[src/rtl/pipe_ctrl_if.sv]
// -----------------------------------------------------------------------------
// pipe_ctrl_if -- request / control bundle between the pipeline and pipe_ctrl.
//
// Request inputs (to the controller):
//   stall_reg1, stall_reg2 : load-use stall requests from the hazard unit
//   br_taken               : branch/jump resolved taken in EX
//   imem_stall             : instruction memory not ready
//   dmem_stall             : data memory not ready
//   halt_wb                : HALT instruction committing in WB
// Control outputs (from the controller):
//   pc_en, pc_sel_br, if_id_en, if_id_flush, id_ex_en, id_ex_bubble,
//   ex_mem_en, ex_mem_bubble, mem_wb_en, halted, mem_err
//   perf_stall[15:0], perf_flush[15:0]   (only with PIPE_CTRL_PERF_EN)
//
// modport master : the controller side (drives the control outputs)
// modport slave  : the pipeline side (drives the requests)
// -----------------------------------------------------------------------------
interface pipe_ctrl_if;
    logic        stall_reg1;
    logic        stall_reg2;
    logic        br_taken;
    logic        imem_stall;
    logic        dmem_stall;
    logic        halt_wb;
    logic        pc_en;
    logic        pc_sel_br;
    logic        if_id_en;
    logic        if_id_flush;
    logic        id_ex_en;
    logic        id_ex_bubble;
    logic        ex_mem_en;
    logic        ex_mem_bubble;
    logic        mem_wb_en;
    logic        halted;
    logic        mem_err;
`ifdef PIPE_CTRL_PERF_EN
    logic [15:0] perf_stall;
    logic [15:0] perf_flush;

    modport master (
        input  stall_reg1, stall_reg2, br_taken, imem_stall, dmem_stall, halt_wb,
        output pc_en, pc_sel_br, if_id_en, if_id_flush, id_ex_en, id_ex_bubble,
               ex_mem_en, ex_mem_bubble, mem_wb_en, halted, mem_err,
               perf_stall, perf_flush
    );

    modport slave (
        output stall_reg1, stall_reg2, br_taken, imem_stall, dmem_stall, halt_wb,
        input  pc_en, pc_sel_br, if_id_en, if_id_flush, id_ex_en, id_ex_bubble,
               ex_mem_en, ex_mem_bubble, mem_wb_en, halted, mem_err,
               perf_stall, perf_flush
    );
`else
    modport master (
        input  stall_reg1, stall_reg2, br_taken, imem_stall, dmem_stall, halt_wb,
        output pc_en, pc_sel_br, if_id_en, if_id_flush, id_ex_en, id_ex_bubble,
               ex_mem_en, ex_mem_bubble, mem_wb_en, halted, mem_err
    );

    modport slave (
        output stall_reg1, stall_reg2, br_taken, imem_stall, dmem_stall, halt_wb,
        input  pc_en, pc_sel_br, if_id_en, if_id_flush, id_ex_en, id_ex_bubble,
               ex_mem_en, ex_mem_bubble, mem_wb_en, halted, mem_err
    );
`endif
endinterface

[src/rtl/pipe_ctrl.sv]
// -----------------------------------------------------------------------------
// pipe_ctrl -- pipeline stall / flush / halt controller.
//
// Ports:
//   clk  : pipeline clock
//   rst  : synchronous active-high reset
//   bus  : pipe_ctrl_if.master (requests in, stage enables / flushes out)
//
// Stage controls are combinational from the current state and the requests.
// Priority each cycle: rst > halted > halt_wb > dmem_stall > br_taken >
// imem_stall > load-use.
//
// Optional feature: define PIPE_CTRL_PERF_EN to add the 16-bit saturating
// perf_stall / perf_flush counters.
// -----------------------------------------------------------------------------
module pipe_ctrl (
    input  logic        clk,
    input  logic        rst,
    pipe_ctrl_if.master bus
);
    localparam logic [1:0] ST_RUN     = 2'd0;
    localparam logic [1:0] ST_LDUSE   = 2'd1;
    localparam logic [1:0] ST_MEMWAIT = 2'd2;
    localparam logic [1:0] ST_HALT    = 2'd3;

    // Control vector layout, MSB first:
    // {pc_en, pc_sel_br, if_id_en, if_id_flush, id_ex_en, id_ex_bubble,
    //  ex_mem_en, ex_mem_bubble, mem_wb_en}
    localparam logic [8:0] CTRL_IDLE   = 9'b1_0_1_0_1_0_1_0_1;
    localparam logic [8:0] CTRL_FREEZE = 9'b0_0_0_0_0_0_0_0_0;
    localparam logic [8:0] CTRL_RESET  = 9'b0_0_0_1_0_1_0_1_0;
    localparam logic [8:0] CTRL_BRANCH = 9'b1_1_1_1_1_1_1_0_1;
    localparam logic [8:0] CTRL_IMEM   = 9'b0_0_1_1_1_0_1_0_1;
    localparam logic [8:0] CTRL_LDUSE  = 9'b0_0_0_0_0_0_1_1_1;

    logic [1:0] state_r;
    logic [1:0] state_next_s;
    logic [8:0] ctrl_s;
    logic       halted_s;
    logic       load_use_s;
    logic [7:0] wait_cnt_r;
    logic       mem_err_r;

    // The stall request seen during LDUSE refers to the instruction already
    // bubbled, so it is ignored there.
    assign load_use_s = (bus.stall_reg1 | bus.stall_reg2) & (state_r != ST_LDUSE);

    // Stage controls and next state, evaluated in request-priority order.
    // MEMWAIT with dmem_stall low behaves like RUN so that requests held in
    // the frozen stages are serviced in that same cycle.
    always_comb begin
        ctrl_s       = CTRL_IDLE;
        halted_s     = 1'b0;
        state_next_s = ST_RUN;
        if (rst) begin
            ctrl_s       = CTRL_RESET;
            state_next_s = ST_RUN;
        end else if (state_r == ST_HALT) begin
            ctrl_s       = CTRL_FREEZE;
            halted_s     = 1'b1;
            state_next_s = ST_HALT;
        end else if (bus.halt_wb) begin
            ctrl_s       = CTRL_FREEZE;
            state_next_s = ST_HALT;
        end else if (bus.dmem_stall) begin
            ctrl_s       = CTRL_FREEZE;
            state_next_s = ST_MEMWAIT;
        end else if (bus.br_taken) begin
            ctrl_s       = CTRL_BRANCH;
            state_next_s = ST_RUN;
        end else if (bus.imem_stall) begin
            ctrl_s       = CTRL_IMEM;
            state_next_s = ST_RUN;
        end else if (load_use_s) begin
            ctrl_s       = CTRL_LDUSE;
            state_next_s = ST_LDUSE;
        end else begin
            ctrl_s       = CTRL_IDLE;
            state_next_s = ST_RUN;
        end
    end

    // FSM state register.
    always_ff @(posedge clk) begin
        if (rst) begin
            state_r <= ST_RUN;
        end else begin
            state_r <= state_next_s;
        end
    end

    // MEMWAIT cycle counter (zero on entry, saturating) and sticky mem_err.
    // mem_err is raised on the same edge the counter reaches 255.
    always_ff @(posedge clk) begin
        if (rst) begin
            wait_cnt_r <= 8'd0;
            mem_err_r  <= 1'b0;
        end else if ((state_r == ST_MEMWAIT) && (state_next_s == ST_MEMWAIT)) begin
            if (wait_cnt_r != 8'hFF) begin
                wait_cnt_r <= wait_cnt_r + 8'd1;
            end else begin
                wait_cnt_r <= wait_cnt_r;
            end
            if (wait_cnt_r == 8'hFE) begin
                mem_err_r <= 1'b1;
            end else begin
                mem_err_r <= mem_err_r;
            end
        end else begin
            wait_cnt_r <= 8'd0;
            mem_err_r  <= mem_err_r;
        end
    end

`ifdef PIPE_CTRL_PERF_EN
    logic [15:0] perf_stall_r;
    logic [15:0] perf_flush_r;

    // Saturating stall / branch-flush cycle counters.
    always_ff @(posedge clk) begin
        if (rst) begin
            perf_stall_r <= 16'd0;
            perf_flush_r <= 16'd0;
        end else begin
            if (!ctrl_s[8] && (state_r != ST_HALT) && (perf_stall_r != 16'hFFFF)) begin
                perf_stall_r <= perf_stall_r + 16'd1;
            end else begin
                perf_stall_r <= perf_stall_r;
            end
            if (ctrl_s[7] && (perf_flush_r != 16'hFFFF)) begin
                perf_flush_r <= perf_flush_r + 16'd1;
            end else begin
                perf_flush_r <= perf_flush_r;
            end
        end
    end

    assign bus.perf_stall = perf_stall_r;
    assign bus.perf_flush = perf_flush_r;
`endif

    assign bus.pc_en         = ctrl_s[8];
    assign bus.pc_sel_br     = ctrl_s[7];
    assign bus.if_id_en      = ctrl_s[6];
    assign bus.if_id_flush   = ctrl_s[5];
    assign bus.id_ex_en      = ctrl_s[4];
    assign bus.id_ex_bubble  = ctrl_s[3];
    assign bus.ex_mem_en     = ctrl_s[2];
    assign bus.ex_mem_bubble = ctrl_s[1];
    assign bus.mem_wb_en     = ctrl_s[0];
    assign bus.halted        = halted_s;
    assign bus.mem_err       = mem_err_r;
endmodule

[src/flat_wrapper.sv]
// flat-port wrapper written by rule: the top's interface ports become plain ports
module pipe_ctrl_flat 
  (clk, rst, bus_stall_reg1, bus_stall_reg2, bus_br_taken, bus_imem_stall, bus_dmem_stall, bus_halt_wb, bus_pc_en, bus_pc_sel_br, bus_if_id_en, bus_if_id_flush, bus_id_ex_en, bus_id_ex_bubble, bus_ex_mem_en, bus_ex_mem_bubble, bus_mem_wb_en, bus_halted, bus_mem_err);
  pipe_ctrl_if bus_i ();
  input  logic clk;
  input  logic rst;
  input wire logic [$bits(bus_i.stall_reg1)-1:0] bus_stall_reg1;
  input wire logic [$bits(bus_i.stall_reg2)-1:0] bus_stall_reg2;
  input wire logic [$bits(bus_i.br_taken)-1:0] bus_br_taken;
  input wire logic [$bits(bus_i.imem_stall)-1:0] bus_imem_stall;
  input wire logic [$bits(bus_i.dmem_stall)-1:0] bus_dmem_stall;
  input wire logic [$bits(bus_i.halt_wb)-1:0] bus_halt_wb;
  output wire logic [$bits(bus_i.pc_en)-1:0] bus_pc_en;
  output wire logic [$bits(bus_i.pc_sel_br)-1:0] bus_pc_sel_br;
  output wire logic [$bits(bus_i.if_id_en)-1:0] bus_if_id_en;
  output wire logic [$bits(bus_i.if_id_flush)-1:0] bus_if_id_flush;
  output wire logic [$bits(bus_i.id_ex_en)-1:0] bus_id_ex_en;
  output wire logic [$bits(bus_i.id_ex_bubble)-1:0] bus_id_ex_bubble;
  output wire logic [$bits(bus_i.ex_mem_en)-1:0] bus_ex_mem_en;
  output wire logic [$bits(bus_i.ex_mem_bubble)-1:0] bus_ex_mem_bubble;
  output wire logic [$bits(bus_i.mem_wb_en)-1:0] bus_mem_wb_en;
  output wire logic [$bits(bus_i.halted)-1:0] bus_halted;
  output wire logic [$bits(bus_i.mem_err)-1:0] bus_mem_err;
  assign bus_i.stall_reg1 = bus_stall_reg1;
  assign bus_i.stall_reg2 = bus_stall_reg2;
  assign bus_i.br_taken = bus_br_taken;
  assign bus_i.imem_stall = bus_imem_stall;
  assign bus_i.dmem_stall = bus_dmem_stall;
  assign bus_i.halt_wb = bus_halt_wb;
  assign bus_pc_en = bus_i.pc_en;
  assign bus_pc_sel_br = bus_i.pc_sel_br;
  assign bus_if_id_en = bus_i.if_id_en;
  assign bus_if_id_flush = bus_i.if_id_flush;
  assign bus_id_ex_en = bus_i.id_ex_en;
  assign bus_id_ex_bubble = bus_i.id_ex_bubble;
  assign bus_ex_mem_en = bus_i.ex_mem_en;
  assign bus_ex_mem_bubble = bus_i.ex_mem_bubble;
  assign bus_mem_wb_en = bus_i.mem_wb_en;
  assign bus_halted = bus_i.halted;
  assign bus_mem_err = bus_i.mem_err;
  pipe_ctrl u_core (.clk(clk), .rst(rst), .bus(bus_i));
endmodule
[config.mk]
export PLATFORM = sky130hd
export DESIGN_NAME = pipe_ctrl_flat
export DESIGN_NICKNAME = d
export VERILOG_FILES = /design/src/rtl/pipe_ctrl_if.sv /design/src/rtl/pipe_ctrl.sv /design/src/flat_wrapper.sv
export SDC_FILE = /design/constraint.sdc
export NUM_CORES = 1
export LEC_CHECK = 0
export ABC_AREA = 0
export ABC_CLOCK_PERIOD_IN_PS = 2900
export BUFFER_PORTS_ARGS = -buffer_cell sky130_fd_sc_hd__clkbuf_2
export CORE_AREA = 2 2 39 41
export CTS_BUF_LIST = sky130_fd_sc_hd__clkbuf_4 sky130_fd_sc_hd__clkbuf_8 sky130_fd_sc_hd__clkbuf_16
export DETAILED_ROUTE_END_ITERATION = 10
export DIE_AREA = 0 0 41 43
export GPL_ROUTABILITY_DRIVEN = 0
export PLACE_DENSITY = 0.71
export SLEW_MARGIN = 10
export SYNTH_ARGS = -nofsm -noshare
export SYNTH_HDL_FRONTEND = slang
export SYNTH_SLANG_ARGS = --single-unit
[constraint.sdc]
create_clock -name clk -period 2.9 [get_ports clk]
set_input_delay 0.145 -clock clk [delete_from_list [all_inputs] [get_ports clk]]
set_output_delay 0.145 -clock clk [all_outputs]
set_load 0.01 [all_outputs]
==> results by group <==
Synth
  • Synth Area per Inst: between 8 and 9 um^2
  • Instance count of the mapped netlist: 74
  • Number of enable flip-flop cells after synthesis: 0
  • Most instantiated cells after synthesis: dfxtp_1, a21oi_1, nor3_1
  • Post-synth ARST share: 0
  • Synth area leader: dfxtp_1
  • Share of the synthesized area in the top cell type: 0.346
  • Ys flop type: dfxtp_1
  • Top-count cell post-synth: dfxtp_1
  • Main area contributors after synthesis: dfxtp_1, a21o_2, a21oi_1, a31oi_1, ha_1
  • Seq/Total Area, Yosys: 0.346
  • Unique cell type count in the Yosys netlist: 30
  • Synth warn: 0
  • #FFs+latches synth: 11
  • Mapped Area: 637 um^2
  • Net Count, Synth: between 80 and 90

Timing
  • Final TNS setup: 0 ns
  • Setup Skew: 0.00115 ns
  • Pins over their slew limit: 0
  • Final setup fails: 0
  • Final worst path period share: 0.629
  • Period minus WS final: around 1.8 ns
  • Max-slew headroom: 0.658
  • RSZ-0062 raised after global routing: false
  • Hold Violations, Final: 0
  • Fmax: about 0.55 GHz
  • Slew @ Worst Pin: 0.510 ns

Detailed routing
  • DRC: 0
  • Drt wl/cell: 12.1 um
  • Initial DRC count: 4
  • Post-DRT Antenna Nets: 0
  • DR vias: a little under 600
  • Detailed Route WL: between 1000 and 1500 um
  • DRT Pass-1 Iters: 5
  • Vias/cell: between 5 and 6

Setup path
  • Critical path, cell by cell: a211oi_1 > and2b_2 > nor2b_1 > clkbuf_2
  • CP required: between 2 and 3 ns
  • Crit start category: flop
  • Worst Path Max Fanout: 5
  • Slowest CP cell: a211oi_1
  • CP max stage delay: slightly below 0.5 ns
  • Crit Path Class: flop to output port
  • Reg2reg setup slack: 1.42 ns
  • Arrival time at the worst endpoint: 1.68 ns
  • Crit end category: output port

Placement
  • IO Port Bufs: 18
  • DP HPWL: 1010 um

Clocking
  • Post-cts sizing count: 0
  • H-Tree Depth: 1
  • CTS tree: done
  • Clock latency on the worst-skew pair: around 0.26 ns
  • Cts bufs inserted: 3
  • CTS root buffer: clkbuf_4
  • Sinks on Clock Net: 11
  • Setup Fix Bufs, Post-CTS: 0
  • Clock Tree Buf Depth: 2
  • Hold_buf cts: 0
  • Worst-path clk slew: about 0.07 ns

Finish
  • Layout Utilization: 0.534
  • P&R area growth vs syn: 16.1%
  • Layout Nets: 103
  • Number of fill cells: between 100 and 150
  • Layout cells sized above 1: 0.315
  • ANT cells: 0

Global routing
  • First-pass GRT wire length: around 2100 um
  • Gr ovfl total: 0
  • Largest net degree at the start of global routing: 10
  • Initial antenna violation count: 0
  • Vias in the first global route: 500
  • GRT Total Usage: 0.172

Die
  • Die W: between 40 and 50 um
  • Die Area: about 1800 um^2
  • Core area: 1380 um^2
  • I/O Pins: 19
  • Initial Util: 0.460
  • FP Rows: 14
  • Die H: about 43 um

Run
  • Max cap viols: 0

Run status
  • Outcome: completed

Hold path
  • Hold WC Path Type: primary input to flop

Power
  • Power per cell area: 405 nW/um^2
  • VDD IR max: about 0.22 mV
  • Leakage power: between 0.2 and 0.3 nW
[logic make-up after synthesis]
family | share of synthesized area
AOI/OAI and AO/OA | 0.204
buffers and inverters | 0.0825
DFF | 0.346
adders and majority gates | 0.0393
xor gates and xnor gates | 0.0275
and+or+nand+nor | 0.301
[metal layers]
metal / global-route usage / vias up / part of all wire
li1: - / 304 / -
met1: 0.226 / 277 / 0.47
met2: 0.269 / 11 / 0.49
met3: 0.0471 / 0 / 0.040
met4: 0.0400 / 0 / 0
met5: 0 / - / 0
[critical path, delay by kind of cell (launching register included)]
kind | cells | cell delay [ns]
AO/OA/AOI/OAI | 1 | 0.49
AND/OR/NAND/NOR | 2 | 0.44
flip-flops | 1 | 0.34
buffers and inverters | 1 | 0.15
[worst paths after layout]
path                              from                   end  cells past startpoint
setup / recovery     u_core.state_r[1]          bus_if_id_en                      4
hold / removal                     rst    u_core.bus.mem_err                      2
setup reg to reg  u_core.wait_cnt_r[1]  u_core.wait_cnt_r[1]                      4
hold reg to reg     u_core.bus.mem_err    u_core.bus.mem_err                      2
[where the power goes]
group	leakage [nW]	internal [mW]	switching, mW
Clock	0.0184	0.0625	0.0482
Combinational	0.182	0.0161	0.0169
Sequential	0.0893	0.153	0.00266
Total	0.290	0.232	0.0678
[sequential cells by signal, indices dropped and copies added, names as in the netlist]
signal	flops
u_core.bus.mem_err	1
u_core.wait_cnt_r	8
u_core.state_r	2
[per-stage QoR]
step | setup WS (ns) | std cells | hold slack [ns] | total power, mW | area (um^2)
4_1_cts | 1.06 | 108 | 0.148 | 0.303 | 739
5_1_grt | 0.941 | 108 | 0.161 | 0.312 | 739
3_5_place_dp | 1.35 | 104 | 0.432 | 0.193 | 709
2_1_floorplan | 1.32 | 74 | 0.306 | 0.182 | 637
3_3_place_gp | 1.41 | 104 | 0.425 | 0.192 | 709
6_report | 1.08 | 108 | 0.150 | 0.300 | 739
[cells in the final DEF, fill, tap and decap left out, drive strengths merged, types with 2 or more instances in the layout]
master  count
nand3       3
or2         2
clkbuf     22
nor3        5
dfxtp      11
nand2       2
o21ai       2
nand4       3
a31oi       4
and3        2
nor3b       2
nor2        4
xnor2       2
a21o        3
a211oi      2
inv         4
ha          2
nor2b       2
a21oi       5
[cell type report]
cell class                 count  area [um^2]  area share
timing repair buffer          18         90.1       0.122
clock buffer                   4         30.0      0.0406
tap                           16         20.0      0.0271
sequential                    11          220       0.298
multi-input combinational     55          364       0.492
inverter                       4         15.0      0.0203
No activity file was read; power rests on OpenSTA's default activity.
